--- src/rtl/serial_subtractor_5_bit_pkg.sv ---
// Shared constants for the bit-serial subtractor: FSM state encodings and default width.
package serial_subtractor_5_bit_pkg;

    localparam int DEFAULT_WIDTH = 5;

    localparam logic [1:0] ST_IDLE = 2'd0;
    localparam logic [1:0] ST_RUN  = 2'd1;
    localparam logic [1:0] ST_DONE = 2'd2;

endpackage

--- src/rtl/serial_subtractor_5_bit_full_subtractor.sv ---
// One-bit full subtractor: d = a - b - bin, bout set when the bit position must borrow.
module full_subtractor (
    input  logic a,
    input  logic b,
    input  logic bin,
    output logic d,
    output logic bout
);

    assign d    = a ^ b ^ bin;
    assign bout = (~a & b) | (~(a ^ b) & bin);

endmodule

--- src/rtl/serial_subtractor_5_bit.sv ---
// Bit-serial subtractor: diff = a - b - bin, one bit per clock LSB first, with a
// start/busy/done handshake; diff/bout hold the last result until the next one completes.
module serial_subtractor_5_bit
    import serial_subtractor_5_bit_pkg::*;
#(
    parameter int WIDTH = DEFAULT_WIDTH
) (
    input  logic             clk,
    input  logic             rst_n,
    input  logic             start,
    input  logic [WIDTH-1:0] a,
    input  logic [WIDTH-1:0] b,
    input  logic             bin,
    output logic             busy,
    output logic             done,
    output logic [WIDTH-1:0] diff,
    output logic             bout
);

    localparam int               CNT_W    = (WIDTH > 1) ? $clog2(WIDTH) : 1;
    localparam logic [CNT_W-1:0] CNT_LAST = CNT_W'(WIDTH - 1);

    logic [1:0]       state;
    logic [CNT_W-1:0] cnt;
    logic [WIDTH-1:0] sh_a;
    logic [WIDTH-1:0] sh_b;
    logic [WIDTH-1:0] diff_sr;
    logic             brw;
    logic             bit_d;
    logic             bit_bout;
    logic             can_accept;
    logic             last_bit;

    full_subtractor u_full_subtractor (
        .a    (sh_a[0]),
        .b    (sh_b[0]),
        .bin  (brw),
        .d    (bit_d),
        .bout (bit_bout)
    );

    assign can_accept = start && ((state == ST_IDLE) || (state == ST_DONE));
    assign last_bit   = (state == ST_RUN) && (cnt == CNT_LAST);

    // NOTE: every register, including the shift registers, is cleared by the synchronous
    // reset so an aborted operation leaves no stale bits behind; state uses <= throughout.
    always_ff @(posedge clk) begin
        if (!rst_n) begin
            state   <= ST_IDLE;
            cnt     <= '0;
            sh_a    <= '0;
            sh_b    <= '0;
            diff_sr <= '0;
            brw     <= 1'b0;
            busy    <= 1'b0;
            done    <= 1'b0;
            diff    <= '0;
            bout    <= 1'b0;
        end else begin
            case (state)
                ST_RUN: begin
                    sh_a    <= sh_a >> 1;
                    sh_b    <= sh_b >> 1;
                    diff_sr <= {bit_d, diff_sr[WIDTH-1:1]};
                    brw     <= bit_bout;
                    if (last_bit) begin
                        // Publish the completed word; cnt holds rather than wrapping.
                        diff  <= {bit_d, diff_sr[WIDTH-1:1]};
                        bout  <= bit_bout;
                        done  <= 1'b1;
                        busy  <= 1'b0;
                        state <= ST_DONE;
                    end else begin
                        cnt <= cnt + 1'b1;
                    end
                end
                ST_IDLE, ST_DONE: begin
                    if (can_accept) begin
                        sh_a  <= a;
                        sh_b  <= b;
                        brw   <= bin;
                        cnt   <= '0;
                        busy  <= 1'b1;
                        done  <= 1'b0;
                        state <= ST_RUN;
                    end else begin
                        done  <= 1'b0;
                        state <= ST_IDLE;
                    end
                end
                default: begin
                    busy  <= 1'b0;
                    done  <= 1'b0;
                    state <= ST_IDLE;
                end
            endcase
        end
    end

endmodule

--- config.mk ---
export PLATFORM = sky130hd
export DESIGN_NAME = serial_subtractor_5_bit
export DESIGN_NICKNAME = d
export VERILOG_FILES = /design/src/rtl/serial_subtractor_5_bit_pkg.sv /design/src/rtl/serial_subtractor_5_bit_full_subtractor.sv /design/src/rtl/serial_subtractor_5_bit.sv
export SDC_FILE = /design/constraint.sdc
export NUM_CORES = 1
export LEC_CHECK = 0
export CAP_MARGIN = 20
export CORE_UTILIZATION = 65
export DETAILED_ROUTE_END_ITERATION = 10
export DONT_BUFFER_PORTS = 1
export PLACE_DENSITY_LB_ADDON = 0.1
export SLEW_MARGIN = 20
export SYNTH_ARGS = -nofsm -noshare
export SYNTH_HDL_FRONTEND = slang
export SYNTH_HIERARCHICAL = 1
export SYNTH_SLANG_ARGS = --single-unit
--- constraint.sdc ---
create_clock -name clk -period 3.3 [get_ports clk]
set_input_delay 0.165 -clock clk [delete_from_list [all_inputs] [get_ports clk]]
set_output_delay 0.165 -clock clk [all_outputs]
set_load 0.05 [all_outputs]
==> metrics.cfg <==
[run_status]
status = completed

[cts]
cts-root-to-sink-buffers = 2
clkSlewWorstSetupHoldPaths_ns = 0.14
clockRootBuffer = sky130_fd_sc_hd__clkbuf_4
total_number_of_clock_tree_sinks = 28
post_cts_resized = 0
clock_latency_ns = 0.33
cts-buffers-inserted = 3
cts_max_level = 1
cts_tree = done

[sta]
timing.final.ws_setup_ns = 1.40
max_slew_margin_pct = 50.9
rsz0062_at_grt = no
timing.setup.tns_ns = 0
max_slew.worst_pin.slew_ns = 0.735
hold_viol_final = 0
finalCritPeriodShare_pct = 57.5
finalWorstPathRequiredPeriod_ns = 1.90
fin_skew_ns = 0.00531
timing_max_transition_violations_final = 0
fmax_mhz = 527
fin_worst_hold_slack_ns = 0.0582
timing.final.setup_violations = 0

[global_route]
antenna_found_initial = 0
grt_pass1_wl_um = 3650
grt_start_max_net_pins = 29
grt_use_total_pct = 24.4
number_of_global_route_vias_before_repair = 807
globalRouteOverflowTotal = 0

[detailed_routing]
antenna_violating_nets_post_route = 0
avgRoutedWirePerCell_um = 14.1
detailedRoute.firstIterationViolations = 14
drtPass1Iterations = 4
vias = 924
remaining_drc_errors = 0
totalWireLength_um = 2230
drt-vias-per-instance = 5.85

[floorplan]
die_width_um = 46.6
design.portCount = 22
floorplan.core_area_um2 = 1800
start_util_pct = 71.6
die_y_um = 46.6
die_footprint_um2 = 2170
placementRows = 15

[pwr]
peakVddDrop_uv = 318
power_leakage_nw = 0.461
power.density_nw_per_um2 = 486

[synth]
post-synth-top-area-cell = sky130_fd_sc_hd__dfxtp_1
post_synth_net_total = 154
number_of_flops_mapped_to_enable_cells_by_yosys = 0
synth.ff_latch_count = 28
ys_async_sr_fraction_pct = 0
synthMostInstantiatedCell = sky130_fd_sc_hd__dfxtp_1
post_synth_num_cell_types = 28
mappedNetlistArea_um2 = 1290
synth.cells.most_frequent = sky130_fd_sc_hd__dfxtp_1, sky130_fd_sc_hd__nand2_1, sky130_fd_sc_hd__a21oi_1, sky130_fd_sc_hd__nand3_1, sky130_fd_sc_hd__mux2i_1
synth_warnings = 6
ys.flop_type = sky130_fd_sc_hd__dfxtp_1
post_synth.cell_area_avg_um2 = 9.42
synth_cells = 137
yosys-top-cells-area = sky130_fd_sc_hd__dfxtp_1, sky130_fd_sc_hd__mux2i_1, sky130_fd_sc_hd__a21oi_1, sky130_fd_sc_hd__nand2_1, sky130_fd_sc_hd__a211oi_2
yosysSeqAreaShare_pct = 43.5
synth_top_area_share_pct = 43.5

[setup_path]
kind_of_launch_point_of_the_worst_setup_path = register
slowest_delay_ns = 0.83
timing.reg2reg.setup_slack_ns = 1.40
crit_path_max_fanout = 24
worst-endpoint-arrival_ns = 2.15
end_kind = register
critPathRequiredTime_ns = 3.55
cp_slowest_cell = sky130_fd_sc_hd__dfxtp_1
crit_path_cell_trace = nor2b_4 -> nor3_1 -> a211oi_1
critPathKind = register to register

[placed_design]
io_buffer_count = 0
place.detailed.hpwl_um = 1520
gp_congestion = 0.738
placed_area_um2 = 1240
post-place-ws_ns = 1.43

[layout]
area_delta_synth_final_pct = 1.16
finish.instance_area_um2 = 1310
layout.filler_cells = 155
diodes = 0
final_net_count = 151
layout-drive-gt1-share_pct = 14.3

[worst_hold_path]
hold_class = primary input to register

[job]
maxCapViolCount = 0

report_power, final:
part           leakage [nW]  internal [mW]  total (mW)  switching (mW)
sequential            0.229          0.357       0.379          0.0215
combinational         0.211         0.0387      0.0902          0.0515
clock                0.0210         0.0676       0.166          0.0980
placed cells by master, fill, tap and decap left out, drive strengths merged:
cell	synthesis	routed
clkbuf	1	4
nor2b	2	2
nand3	13	13
o211ai	2	2
fa	1	1
o21ai	1	1
dlygate4sd3	0	3
nor3	9	9
dfxtp	28	28
a211oi	9	9
nor2	3	3
and2	1	1
ha	2	2
nand2	19	19
nand2b	2	2
or3	1	1
inv	6	6
nand4b	1	1
mux2i	10	10
a21oi	16	16
sequential cells by signal, summed over array words and instances (netlist names):
name and cells:
cnt 3, sh_a 5, state 2, diff 5
sh_b 5, busy 1, bout 1, diff_sr 4
brw 1, done 1
cell families after synthesis:
group | synth area share (%)
and+or+nand+nor | 22.2
adders and majority gates | 3.49
DFF | 43.5
buffers and inverters | 8.15
AOI/OAI and AO/OA | 14.9
muxes | 7.76
timing repair:
action                    CTS  global route
hold endpoints to repair    3             0
hold buffers                3             0
setup buffers               0             0
layout make-up:
type	count	area (um2)	share of cell area, %
clock buffer	4	36.3	2.78
inverter	6	22.5	1.73
multi-input combinational	92	624	47.8
sequential	28	561	43.0
tap	25	31.3	2.40
timing repair buffer	3	30.0	2.30
worst paths after layout:
| check | from | endpoint | cells past startpoint |
|---|---|---|---|
| max | state[0] | sh_b[1] | 3 |
| min | b[0] | sh_b[0] | 2 |
| max reg2reg | state[0] | sh_b[1] | 3 |
| min reg2reg | diff_sr[1] | diff_sr[1] | 2 |
routing by layer:
metal  share of wire, %  track usage, %  vias up
met5                  0               0        -
li1                   -               -      463
met3                4.6            5.10        4
met1                 45            34.2      439
met4                1.3            10.6        0
met2                 49            35.6       18
critical path, delay by kind of cell (launching register included):
| family | cells | cell delay (ns) |
|---|---|---|
| and+or+nand+nor | 2 | 0.75 |
| AOI/OAI and AO/OA | 1 | 0.24 |
| DFF | 1 | 0.83 |
stage by stage:
stage          power, mW  util [%]  cells
4_1_cts            0.641      72.4    158
2_1_floorplan      0.469         -    137
5_1_grt            0.663      72.4    158
6_report           0.635      72.4    158
3_3_place_gp       0.470      68.8    151
3_5_place_dp       0.474      68.8    151
(Power assumes the default switching activity.)
